[src/rtl/porta_entrada.sv]
// Memory-mapped input port: producer bytes enter a small FIFO through valid/ready,
// and the processor pops them or reads a status byte with registered read data.
module porta_entrada #(
    parameter logic [7:0]  ADDR_DADO   = 8'hF0,
    parameter logic [7:0]  ADDR_STATUS = 8'hF1,
    parameter int unsigned DEPTH       = 4
) (
    input  logic       clock,
    input  logic       reset,
    input  logic [7:0] entrada,
    input  logic       entrada_valid,
    output logic       entrada_ready,
    input  logic [7:0] endereco,
    input  logic       read,
    output logic [7:0] dado_out,
    output logic       dado_disponivel
);

    localparam int unsigned PW = $clog2(DEPTH);
    localparam int unsigned CW = $clog2(DEPTH) + 1;

    logic [7:0]    mem [DEPTH];
    logic [PW-1:0] rd_ptr;
    logic [PW-1:0] wr_ptr;
    logic [CW-1:0] count;
    logic          ovf;
    logic          udf;

    logic          full;
    logic          push;
    logic          pop;
    logic          ovf_evt;
    logic          udf_evt;
    logic          rd_dado;
    logic          rd_status;
    logic [7:0]    status_byte;

    // Ready and status derive only from registered state, never from same-cycle pops.
    assign full            = (count == CW'(DEPTH));
    assign entrada_ready   = !full;
    assign dado_disponivel = (count != '0);

    assign rd_dado     = read && (endereco == ADDR_DADO);
    assign rd_status   = read && (endereco == ADDR_STATUS);
    assign push        = entrada_valid && entrada_ready;
    assign ovf_evt     = entrada_valid && full;
    assign pop         = rd_dado && dado_disponivel;
    assign udf_evt     = rd_dado && !dado_disponivel;
    assign status_byte = {dado_disponivel, full, ovf, udf, 4'(count)};

    // Storage array is not reset; only pointers and count define validity.
    always_ff @(posedge clock) begin
        if (!reset && push) begin
            mem[wr_ptr] <= entrada;
        end
    end

    always_ff @(posedge clock) begin
        if (reset) begin
            rd_ptr   <= '0;
            wr_ptr   <= '0;
            count    <= '0;
            ovf      <= 1'b0;
            udf      <= 1'b0;
            dado_out <= 8'h00;
        end else begin
            if (push) begin
                wr_ptr <= PW'(wr_ptr + 1'b1);
            end
            if (pop) begin
                rd_ptr <= PW'(rd_ptr + 1'b1);
            end

            case ({push, pop})
                2'b10:   count <= CW'(count + 1'b1);
                2'b01:   count <= CW'(count - 1'b1);
                default: count <= count;
            endcase

            // A status read clears the sticky flags, but a coincident set event wins.
            ovf <= ovf_evt || (ovf && !rd_status);
            udf <= udf_evt || (udf && !rd_status);

            if (rd_dado) begin
                dado_out <= pop ? mem[rd_ptr] : 8'h00;
            end else if (rd_status) begin
                dado_out <= status_byte;
            end
        end
    end

endmodule

[config.mk]
export PLATFORM = sky130hd
export DESIGN_NAME = porta_entrada
export DESIGN_NICKNAME = d
export VERILOG_FILES = /design/src/rtl/porta_entrada.sv
export SDC_FILE = /design/constraint.sdc
export NUM_CORES = 1
export LEC_CHECK = 0
export BUFFER_PORTS_ARGS = -buffer_cell sky130_fd_sc_hd__buf_4
export CAP_MARGIN = 15
export CORE_MARGIN = 4
export CORE_UTILIZATION = 55
export CTS_BUF_LIST = sky130_fd_sc_hd__clkbuf_8 sky130_fd_sc_hd__clkbuf_16
export DETAILED_ROUTE_END_ITERATION = 6
export PLACE_DENSITY = 0.81
export SYNTH_ARGS = -nofsm -noshare
export SYNTH_HDL_FRONTEND = slang
export SYNTH_SLANG_ARGS = --single-unit
export TNS_END_PERCENT = 10
[constraint.sdc]
create_clock -name clock -period 3.15 [get_ports clock]
set_clock_uncertainty 0.05 [all_clocks]
set_input_delay 0.7875 -clock clock [delete_from_list [all_inputs] [get_ports clock]]
set_output_delay 0.7875 -clock clock [all_outputs]
set_load 0.1 [all_outputs]
## Word-level counts from Yosys, hierarchy flattened

Memory sizes are Yosys's and may differ from the RTL's. A register that Yosys moved wholly into a read port is not among the register bits.
Cells that the tools add are included.

| cells by class | value |
|---|---|
| add/subtract/negate cells | 4 |
| equality and inequality tests | 5 |
| reductions and logical operators | 18 |
| mux-type cells | 8 |

Operators by type and width:

| operator | count |
|---|---|
| $mux 8 | 3 |
| $eq 8x8->1 const B | 2 |
| $logic_and 1x1->1 | 9 |
| $pmux 3 s2 | 1 |
| $add 2x1->2 const B | 2 |
| $logic_not 1->1 | 4 |
| $mux 2 | 2 |
| $reduce_bool 2->1 | 2 |
| $add 3x1->3 const B | 1 |
| $eq 3x3->1 const B | 1 |
| $reduce_bool 3->1 | 1 |
| $sub 3x1->3 const B | 1 |
| $eq 2x1->1 const B | 1 |
| $eq 2x2->1 const B | 1 |
| $logic_or 1x1->1 | 2 |
| $mux 1 | 2 |

| storage, ports and cells | value |
|---|---|
| memories kept | 1 |
| register bits | 17 |
| output and inout port bits | 10 |
| input port bits | 20 |
| memory bits (writable) | 32 |
| logic and storage cells | 42 |

Memories:

| memory | depth | bits a word | read ports | clocked after Yosys merged registers in | wr ports | line | text |
|---|---|---|---|---|---|---|---|
| mem | 4 | 8 | 1 | 1 | 1 | 22 | `logic [7:0] mem [DEPTH];` |

## Longest topological paths before layout

Gate-level depths: netlist (run 1).

| depth | value |
|---|---|
| depth after elaboration | 6 |
| depth in mapped cells | 10 |
| mapped depth without buffers | 10 |

## Worst setup path before layout (run 1)

Ideal clock, no wire load.

| timing path | value |
|---|---|
| path kind | input to register |
| start point | input endereco[0] |
| end point | register count[2] |
| cell stages on the path | 9 |
| data arrival time | 2.769 ns |
| setup slack | 0.260 ns |
| cell sequence | buf_6 -> or3_4 -> nor4_4 -> ha_1 -> inv_1 -> fa_1 -> xor2_1 -> or3_1 -> a21oi_1 |

| between the ends | value |
|---|---|
| longest elaborated chain between the ends | 5 |

RTL lines:

| element | line | text |
|---|---|---|
| from (decl) | 13 | `input logic [7:0] endereco,` |
| $eq 8x8->1 * | 43 | `assign rd_dado = read && (endereco == ADDR_DADO);` |
| $logic_and 1x1->1 * | 43 |  |
| $logic_and 1x1->1 * | 47 | `assign pop = rd_dado && dado_disponivel;` |
| net pop | 31 | `logic pop;` |
| $eq 2x1->1 / $eq 2x2->1 (equally long branches) | 74 | `case ({push, pop})` |
| $pmux 3 s2 / $reduce_bool 2->1 (equally long branches) | - |  |
| to (signal assigned) | 75 | `2'b10: count <= CW'(count + 1'b1);` |
| to (signal assigned) | 76 | `2'b01: count <= CW'(count - 1'b1);` |
| to (signal assigned) | 77 | `default: count <= count;` |
| to (decl) | 25 | `logic [CW-1:0] count;` |

The timed path passes the listed nets; every way through them passes the cells marked *.
A chain may end at the register's enable or synchronous reset.

## Worst setup path in the final report (run 1)

| timing path | value |
|---|---|
| start point | input endereco[3] |
| end point | register count[2] |

The elaborated chain is that of the path after synthesis.

==> results of run 1 <==
## layer usage
metal,GRT usage,part of all wire,routed length [um],vias to the layer above
met5,0,0,0,-
met4,0.07158,0.019,69,0
met3,0.05652,0.052,191,8
met2,0.2818,0.52,1906,30
met1,0.1959,0.41,1506,611
li1,-,-,-,591
## area by class of cell
cell class	count	share of cell area
clock buffer	6	0.03882
tap	46	0.02381
timing repair buffer	30	0.09317
multi-input combinational	78	0.2723
sequential	51	0.5549
clock inverter	2	0.004658
inverter	8	0.01242
## logic make-up (layout without fill, tap and decap cells)
family,Yosys count,count (layout),synth area share
AO/OA/AOI/OAI,19,19,0.06254
adder cells (fa/ha/maj),6,6,0.04007
buffers and inverters,14,46,0.02975
AND/OR/NAND/NOR,41,41,0.1123
flip-flops,51,51,0.6509
multiplexers,8,8,0.08743
XOR/XNOR,4,4,0.01700
## cells in the final DEF, fill, tap and decap left out, drive strengths merged, types with 4 or more instances in the layout
cell and n:
edfxtp 32, buf 30, dfxtp 19, nor2 16, inv 9, mux4 8, nor3 7, a21oi 7
a221oi 6, clkbuf 6, ha 5, nand2 4, and2 4
## worst max-delay path, delay by kind of cell
| kind | cells | cell delay (ns) |
|---|---|---|
| xor+xnor | 1 | 0.18 |
| fa+ha+maj | 2 | 0.64 |
| buf+inv | 2 | 0.19 |
| compound gates | 1 | 0.15 |
| simple gates | 3 | 0.92 |
## registers in the layout (all words and copies together), names as in the netlist, named ones only
register	count
udf	1
mem	32
wr_ptr	2
dado_out	8
ovf	1
count	3
rd_ptr	2
## synthesized netlist by cell type (all sizes together)
master	number
edfxtp	32
dfxtp	19
nor2	16
inv	8
mux4	8
a21oi	7
nor3	7
a221oi	6
ha	5
and2	4
nand2	4
buf	3
clkbuf	3
nand2b	2
nor4	2
o21ai	2
or3	2
xnor2	2
xor2	2
a211oi	1
a22oi	1
a31o	1
and3	1
fa	1
nand3	1
nand4	1
o211ai	1
or4	1
## report_power, final
group,internal [mW],switching (mW),total (mW)
logic,0.0382,0.0652,0.103
registers,0.726,0.00847,0.735
clock network,0.202,0.206,0.407
total,0.966,0.279,1.25
## worst min path at each step
stage | end | slack (ns) | depth (start not counted)
6_report | dado_out[7] | 0.40 | 2
2_1_floorplan | ovf | 0.40 | 2
5_1_grt | dado_out[7] | 0.44 | 2
4_1_cts | dado_out[7] | 0.41 | 2
3_3_place_gp | dado_out[7] | 0.39 | 2
3_5_place_dp | dado_out[7] | 0.39 | 2
==> results.md, run 1 <==
- Status: finished, final reports clean
- FILL cells: 249
- PortBufs: 29
- DR pass1 iterations: 4
- TNS Setup: 0 ns
- Largest net degree at the start of global routing: 21
- Yosys Warn Count: 0
- Slew Limit Headroom: 0.5220
- Routed vias: 1,240
- R2r worst-path depth: 10
- Fin crit share: 0.8564
- Worst Hold Launch: dado_out[7]
- Gr ovfl total: 0
- Critical path arrival: around 2.9 ns
- Critical Path Source Type: input port
- Clk_lat worst skew: 0.31 ns
- ANT cells: 0
- Fmax: 0.3707 GHz
- Vias in the first global route: 1,265
- Cts hold-fix bufs: 0
- Setup repair after global routing missed its margin: no
- Power Dens Cells: 515.2 mW/mm^2
- Slowest stage delay, CP: ~0.41 ns
- Worst-case clock buffer depth: 2
- Die ar.: 0.004790 mm^2
- Cell Count, Final, Fillers Out: 221
- Top-area cell type share of the netlist area: 0.4663
- Multi-input combinational cell area: ~660 um^2
- Row cnt: 21
- Initial antenna violation count: 0
- Worst Setup EP: count[2]
- Area leader, netlist: edfxtp_1
- CP required: 3.33 ns
- CTS tree: yes
- Slowest cell on crit path: or3_4
- # Max-Cap Violations: 0
- Io pins: 30
- Drc violations: 0
- Routability cong.: 0.7853
- Count of final setup violators: 0
- Fin crit period: 2.698 ns
- Hold Vio Cnt, Final: 0
- Final nets: 200
- Seq/Total Area, Yosys: 0.6509
- Clock root cell: clkbuf_8
- Class of the worst hold path: flop to flop
- DRT antenna net count: 0
- R2R Path Start: count[0]
- Die W: roughly 69 um
- Clock slew at reported path FFs: 0.09 ns
- Max Slew Vio Count: 0
- Mapped Avg Cell Area: 14.41 um^2
- Register bit total from synthesis: 51
- Layout area overhead: 17.30%
- Global-route wire length before repair: 6175 um
- Initial core utilization: 0.5942
- Static Leak: 0.8734 nW
- Post-route cell area: 0.002417 mm^2
- Total clock sinks: 51
- Tightest Pin Transition: 0.7111 ns
- Peak VDD IR: 367.6 uV
- Reg2Reg Capture Point: count[2]
- Die Ht: 69.21 um
- Critical path, cell by cell: buf_4, or3_4, nor4_4, ha_1, inv_1, fa_1, xor2_1, or3_1, a21oi_1
- H-tree depth: 2
- Critical path peak fanout: 3
- Syn nets: roughly 170
- Layout cells sized above 1: 0.2857
- Critical Path End Type: flop
- Overall Power: 1.245 mW
- DRT Wirelength: approximately 3700 um
- DRT iter0 DRCs: ~120
- Vias per cell: 5.611
- WHS: between 0.4 and 0.5 ns
- Core area: 0.003468 mm^2
- Pre-CTS setup slack: 0.1505 ns
- Total CTS buffers: 5
- Worst Setup SP: endereco[3]
- Setup CP Type: input port to flop
- Post-CTS setup repair buffer count: 0
- Register area: 0.001341 mm^2
- Utilization after layout: 0.6970
- Overall fraction of global-route tracks in use: 0.1679
- Area contributors post-synth: edfxtp_1 47%, dfxtp_1 18%, mux4_2 8.7%
- Cell Area, Synth: a little over 0.002 mm^2
- Final worst slack: 0.4524 ns
- # resized after CTS: 0
- Post-Syn Instances: 143
- Detailed placement HPWL: 2677 um
- Reg2Reg Setup Slack: 0.79 ns
- Placed insts: 213
- DR WL/cell: roughly 17 um
- Synth unique cells: 33
- Placed inst area: approximately 0.0023 mm^2
(Power assumes the default switching activity.)
==> run 2: changes to the inputs <==
CORE_MARGIN = default   (was 4)
RECOVER_POWER = 50   (was default)
==> run 2 against run 1 <==
  * Flip-flop and latch count is the same
  * Worst hold slack gained 0.0048 ns
  * Largest cell class unchanged
  * Fmax grew 0.87%
  * Non-clock buffer count is the same
  * Die area shrank 17%
  * Largest power group unchanged
==> results.md, run 2 (same netlist as run 1, synthesis figures left out) <==
- Switching power: 0.2773 mW (-0.71%)
- Commonest non-fill, non-tap cell in the layout: edfxtp_1
- Fin crit share: 0.8490 (-0.007399)
- Clk_lat worst skew: 0.30 ns (about the same)
- Tightest Pin Transition: 1.177 ns (+0.4663 ns)
- Row cnt: 21 (unchanged)
- DRT antenna net count: 0 (unchanged)
- Total CTS buffers: 5 (unchanged)
- Worst Setup SP: endereco[3]
- Reg2Reg Setup Slack: 0.84 ns (+0.05 ns)
- Io pins: 30 (unchanged)
- Gr ovfl total: 0 (unchanged)
- Peak VDD IR: 301.7 uV (-18%)
- Die Ht: 63.21 um (-8.7%)
- Largest Register: mem
- Cell Count, Final, Fillers Out: 221 (unchanged)
- R2r worst-path depth: 10 (unchanged)
- Slew Limit Headroom: 0.2184 (-0.3035)
- Initial antenna violation count: 0 (unchanged)
- CTS tree: yes
- Core area: 0.003468 mm^2 (unchanged)
- Layout cells sized above 1: 0.1714 (-0.1143)
- ANT cells: 0 (unchanged)
- Reg power frac: 0.580 (-0.010)
- WHS Endpoint: dado_out[7]
- Global-route wire length before repair: 6016 um (-2.6%)
- Vias in the first global route: 1,284 (+1.5%)
- Layout area overhead: 13.84%
- Fmax: 0.3739 GHz (+0.87%)
- Max reg flops: 32 (unchanged)
- Slowest cell on crit path: or3_1
- Routed vias: 1,232 (-0.65%)
- Critical Path End Type: flop
- TNS Setup: 0 ns (unchanged)
- Max Slew Vio Count: 0 (unchanged)
- P_int: 0.9898 mW (+2.5%)
- Count of final setup violators: 0 (unchanged)
- DR pass1 iterations: 4 (unchanged)
- Comb pwr share: 0.078 (-0.005)
- Post-CTS setup repair buffer count: 0 (unchanged)
- Critical path, cell by cell: clkbuf_1, or3_1, nor4_4, ha_1, inv_1, fa_1, xor2_1, or3_1, a21oi_1
- Status: finished, final reports clean
- R2R Path Start: count[0]
- Die W: 63.21 um (-8.7%)
- Class of the worst hold path: flop to flop
- Drc violations: 0 (unchanged)
- Hold Vio Cnt, Final: 0 (unchanged)
- Die ar.: 0.003996 mm^2 (-17%)
- Worst-case clock buffer depth: 2 (unchanged)
- DRT iter0 DRCs: 127 (+5.0%)
- Critical path peak fanout: 3 (unchanged)
- Vias per cell: 5.575 (-0.65%)
- DRT Wirelength: 3619 um (-1.5%)
- CP required: 3.34 ns (about the same)
- Overall fraction of global-route tracks in use: 0.2085 (+0.04057)
- Final nets: 200 (unchanged)
- PortBufs: 29 (unchanged)
- Setup repair after global routing missed its margin: no
- DR WL/cell: 16.38 um (-1.5%)
- Cell mode on critical path: or3_1
- Biggest regs: mem: 32 flops, dado_out: 8 flops, count: 3 flops
- Static Leak: 0.8079 nW (-7.5%)
- Clock slew at reported path FFs: 0.09 ns (about the same)
- Critical path arrival: 2.86 ns (-0.02 ns)
- Sw frac: 0.2188 (-0.005413)
- Setup CP Type: input port to flop
- Worst Hold Launch: dado_out[7]
- Routability cong.: 0.7898 (+0.57%)
- Cts hold-fix bufs: 0 (unchanged)
- # resized after CTS: 0 (unchanged)
- Critical Path Source Type: input port
- Clock share of power: 0.343 (+0.016)
- Total clock sinks: 51 (unchanged)
- Initial core utilization: 0.5942 (unchanged)
- Most frequent cells in the layout: 32 x edfxtp_1, 19 x dfxtp_1, 18 x clkbuf_1
- Clock root cell: clkbuf_8
- Fin crit period: 2.674 ns (-0.02331 ns)
- Utilization after layout: 0.6764 (-0.02056)
- Power Dens Cells: 540.1 mW/mm^2 (+4.8%)
- H-tree depth: 2 (unchanged)
- Placed insts: 213 (unchanged)
- Reg2Reg Capture Point: count[2]
- Slowest stage delay, CP: 0.45 ns (+0.04 ns)
- Number of cells on the worst hold path: 2 (unchanged)
- Largest net degree at the start of global routing: 21 (unchanged)
- # Max-Cap Violations: 0 (unchanged)
- Detailed placement HPWL: 2599 um (-2.9%)
[run 2: changes by cell type in the layout (fill, tap and decap cells not counted)]
cell | previous run | this run
inv_1 | 9 | 10
or3_1 | 1 | 2
buf_4 | 30 | 12
bufinv_16 | 0 | 1
or3_4 | 1 | 0
clkinvlp_4 | 1 | 0
clkbuf_1 | 0 | 18
clkbuf_16 | 1 | 0
[run 2: how the worst max path moves through the flow]
stage	end	cells after the start
finish	count[2]	9
global route	count[2]	9
CTS	count[2]	9
detailed placement	count[2]	9
global placement	count[2]	9
floorplan	count[2]	9
[run 2: worst max-delay path, delay by kind of cell]
kind | cells | cell delay [ns]
XOR/XNOR | 1 | 0.18
AND/OR/NAND/NOR | 3 | 0.98
AO/OA/AOI/OAI | 1 | 0.15
buffers and inverters | 2 | 0.16
adder cells (fa/ha/maj) | 2 | 0.61
[run 2: area by class of cell]
cell class	count	area (um^2)
Clock inverter	3	37.54
Clock buffer	5	68.82
Multi-Input combinational cell	78	653.1
Timing Repair Buffer	30	157.7
Inverter	8	30.03
Fill cell	264	1122
Sequential cell	51	1341
Tap cell	46	57.56
[run 2: per-stage QoR]
stage	instance area [um^2]	worst slack [ns]	hold slack, ns	total power, mW
after floorplan	2061	0.2603	0.4038	0.8134
after detailed placement	2312	0.2085	0.4044	0.8543
final	2346	0.4757	0.4078	1.267
after global placement	2312	0.3013	0.3931	0.8479
after CTS	2419	0.5150	0.4145	1.280
after global routing	2346	0.3590	0.4278	1.319
[run 2: power groups by stage]
stage	logic [mW]	registers, mW	clock network (mW)
after floorplan	0.0637	0.750	0
after global placement	0.0993	0.749	0
after detailed placement	0.104	0.750	0
after CTS	0.105	0.735	0.441
after global routing	0.109	0.736	0.473
final	0.0983	0.734	0.434
[run 2: routing by layer]
metal,vias up,GRT usage,part of all wire
met5,-,0,0
met4,0,0.08239,0.0080
met3,5,0.08152,0.066
met2,49,0.3548,0.53
met1,586,0.2341,0.40
li1,592,-,-
==> run 3: changes to the inputs <==
ABC_AREA = 1   (was default)
CORE_UTILIZATION = 57   (was 55)
PLACE_DENSITY = 0.83   (was 0.81)
clock period = 2.6 ns   (was 3.15 ns; I/O delays follow)
==> run 3 against run 2 <==
  * Combinational power grew 34%
  * Via count is 34% higher
  * Non-clock buffer count grew 5
  * Total power rose by 22%
  * Clock power is 21% higher
  * Wire length up 12%
  * First-iteration DRC count down 20%
  * Sequential power is 21% higher
  * Register-to-register slack lost 0.36 ns
  * Critical path type unchanged
==> results.md, run 3 <==
- Most frequent cells in the layout: 46 x nor2_1, 32 x edfxtp_1, 31 x nand2_1
- DR pass1 iterations: 4 (unchanged)
- Worst Setup SP: endereco[2]
- Setup CP Type: input port to flop
- Class of the worst hold path: flop to flop
- Critical Path Source Type: input port
- Status: finished, final reports clean
- DRT iter0 DRCs: 101 (-20%)
- Synth Flop Type: edfxtp_1
- Setup repair after global routing missed its margin: no
- Commonest non-fill, non-tap cell in the layout: nor2_1
- Post-synth EDFFs: 32 (unchanged)
- Mapped Avg Cell Area: 9.993 um^2 (-31%)
- Slowest stage delay, CP: 0.37 ns (-0.08 ns)
- Total CTS buffers: 5 (unchanged)
- Hold Vio Cnt, Final: 0 (unchanged)
- Total clock sinks: 51 (unchanged)
- Critical path, cell by cell: clkbuf_4, clkinvlp_2, nand2_1, nor2_8, nand3_4, nor2_8, ha_1, inv_1, fa_1, a21oi_1, o21ai_0, o21ai_0, a21oi_1
- Overall fraction of global-route tracks in use: 0.2138 (+0.005296)
- Routed vias: 1,645 (+34%)
- # resized after CTS: 0 (unchanged)
- Vias per cell: 5.173 (-7.2%)
- DR WL/cell: 12.75 um (-22%)
- DRT antenna net count: 0 (unchanged)
- Count of final setup violators: 0 (unchanged)
- Vias in the first global route: 1,551 (+21%)
- Overall Power: 1.544 mW (+22%)
- Slowest cell on crit path: fa_1
- Worst-case clock buffer depth: 2 (unchanged)
- CP required: 2.73 ns (-0.61 ns)
- Reg2Reg Setup Slack: 0.48 ns (-0.36 ns)
- Routability cong.: 0.8705 (+10%)
- Tightest Pin Transition: 0.6328 ns (-0.5447 ns)
- Die Ht: 65.78 um (+4.1%)
- Post-Syn Instances: 232 (+62%)
- Core area: 0.003771 mm^2 (+8.7%)
- Initial antenna violation count: 0 (unchanged)
- TNS Setup: 0 ns (unchanged)
- Synth unique cells: 27 (-18%)
- # Max-Cap Violations: 0 (unchanged)
- Io pins: 30 (unchanged)
- Max reg flops: 32 (unchanged)
- Fmax: 0.4401 GHz
- Seq/Total Area, Yosys: 0.5785 (-0.07236)
- Clock root cell: clkbuf_8
- Yosys Warn Count: 0 (unchanged)
- Post-synth top cells: 46 x nor2_1, 32 x edfxtp_1, 30 x nand2_1
- Cell Area, Synth: 0.002318 mm^2 (+13%)
- Die ar.: 0.004326 mm^2 (+8.3%)
- PortBufs: 29 (unchanged)
- Slew Limit Headroom: 0.5781 (+0.3597)
- Count leader, synth: nor2_1
- Gr ovfl total: 0 (unchanged)
- Syn nets: 258 (+53%)
- Row cnt: 22 (+4.8%)
- Drc violations: 0 (unchanged)
- Power Dens Cells: 579.2 mW/mm^2 (+7.2%)
- Layout cells sized above 1: 0.2111 (+0.03968)
- Register bit total from synthesis: 51 (unchanged)
- Fin crit share: 0.8739
- Critical path peak fanout: 7 (+4)
- Biggest regs: mem: 32 flops, dado_out: 8 flops, count: 3 flops
- Crit path buf inv count: 3 (+1)
- Area contributors post-synth: edfxtp_1 41%, dfxtp_1 16%, nor2_1 7.4%
- Area leader, netlist: edfxtp_1
- Peak VDD IR: 480.4 uV (+59%)
- Global-route wire length before repair: 6851 um (+14%)
- Static Leak: 1.084 nW (+34%)
- DRT Wirelength: 4054 um (+12%)
- Critical Path End Type: flop
- Largest Register: mem
- CTS tree: yes
- Layout area overhead: 14.95%
- H-tree depth: 2 (unchanged)
- Top-area cell type share of the netlist area: 0.4145 (-0.05184)
- Die W: 65.78 um (+4.1%)
- Ys async rst share: 0 (unchanged)
- Critical path arrival: 2.40 ns (-0.46 ns)
- Clk_lat worst skew: 0.30 ns (about the same)
- CP top delay family: simple AND/OR/NAND/NOR gates
- Clock slew at reported path FFs: 0.08 ns (about the same)
- ANT cells: 0 (unchanged)
- Initial core utilization: 0.6148 (+0.02064)
- Fin crit period: 2.272 ns
- Post-CTS setup repair buffer count: 0 (unchanged)
- R2R Path Start: count[1]
- Cts hold-fix bufs: 0 (unchanged)
- Final nets: 295 (+48%)
- Largest net degree at the start of global routing: 18 (-14%)
- Detailed placement HPWL: 2985 um (+15%)
- Max Slew Vio Count: 0 (unchanged)
- Worst Hold Launch: ovf
==> run 3: layer usage <==
metal  wire length (um)  GRT usage  part of all wire  vias up
met3                201    0.03793             0.050        4
met1               1767     0.2595              0.44      752
li1                   -          -                 -      837
met4                 36    0.07065            0.0089        0
met2               2048     0.3801              0.51       52
met5                  0          0                 0        -
==> run 3: cells by family (layout without fill, tap and decap cells) <==
family,after synthesis,count (layout),synth area share
buf+inv,29,67,0.05342
simple gates,102,102,0.2169
fa+ha+maj,6,6,0.03562
compound gates,43,43,0.1117
flops,51,51,0.5785
xor+xnor,1,1,0.003778
==> run 3: final cells by class <==
type                    count  area [um^2]
fillers                   304         1106
well taps                  48        60.06
clock inverters             1        8.758
flip-flops and latches     51         1341
clock buffers               7        107.6
repair buffers             35        221.5
multi-input cells         152        834.6
inverters                  24        91.34
==> run 3: worst min-delay path, stage by stage, from the launching register on <==
cell and delay (ns):
dfxtp_1 0.32, nand2_1 0.06, a21oi_1 0.06
==> run 3: power by group <==
group	internal (mW)	total, mW	leakage (nW)	switching, mW
clock network	0.278	0.526	0.0600	0.248
registers	0.879	0.886	0.445	0.00697
logic	0.0405	0.132	0.580	0.0912
==> run 3: path summary, 6_finish.rpt <==
path | to | cells past startpoint
setup / recovery | count[2] | 13
hold / removal | ovf | 2
setup reg to reg | count[2] | 10
hold reg to reg | ovf | 2
==> run 3: stage by stage <==
| step | setup slack, ns | cells | instance area, um^2 | hold slack (ns) | util |
|---|---|---|---|---|---|
| 6_report | 0.3278 | 318 | 2665 | 0.4249 | 0.7067 |
| 5_1_grt | 0.1548 | 318 | 2665 | 0.4658 | 0.7067 |
| 4_1_cts | 0.5045 | 318 | 2728 | 0.4217 | 0.7233 |
| 3_5_place_dp | 0.1727 | 310 | 2611 | 0.4095 | 0.6924 |
| 3_3_place_gp | 0.2285 | 310 | 2611 | 0.4009 | 0.6924 |
| 2_1_floorplan | 0.2322 | 232 | 2321 | 0.3909 | - |
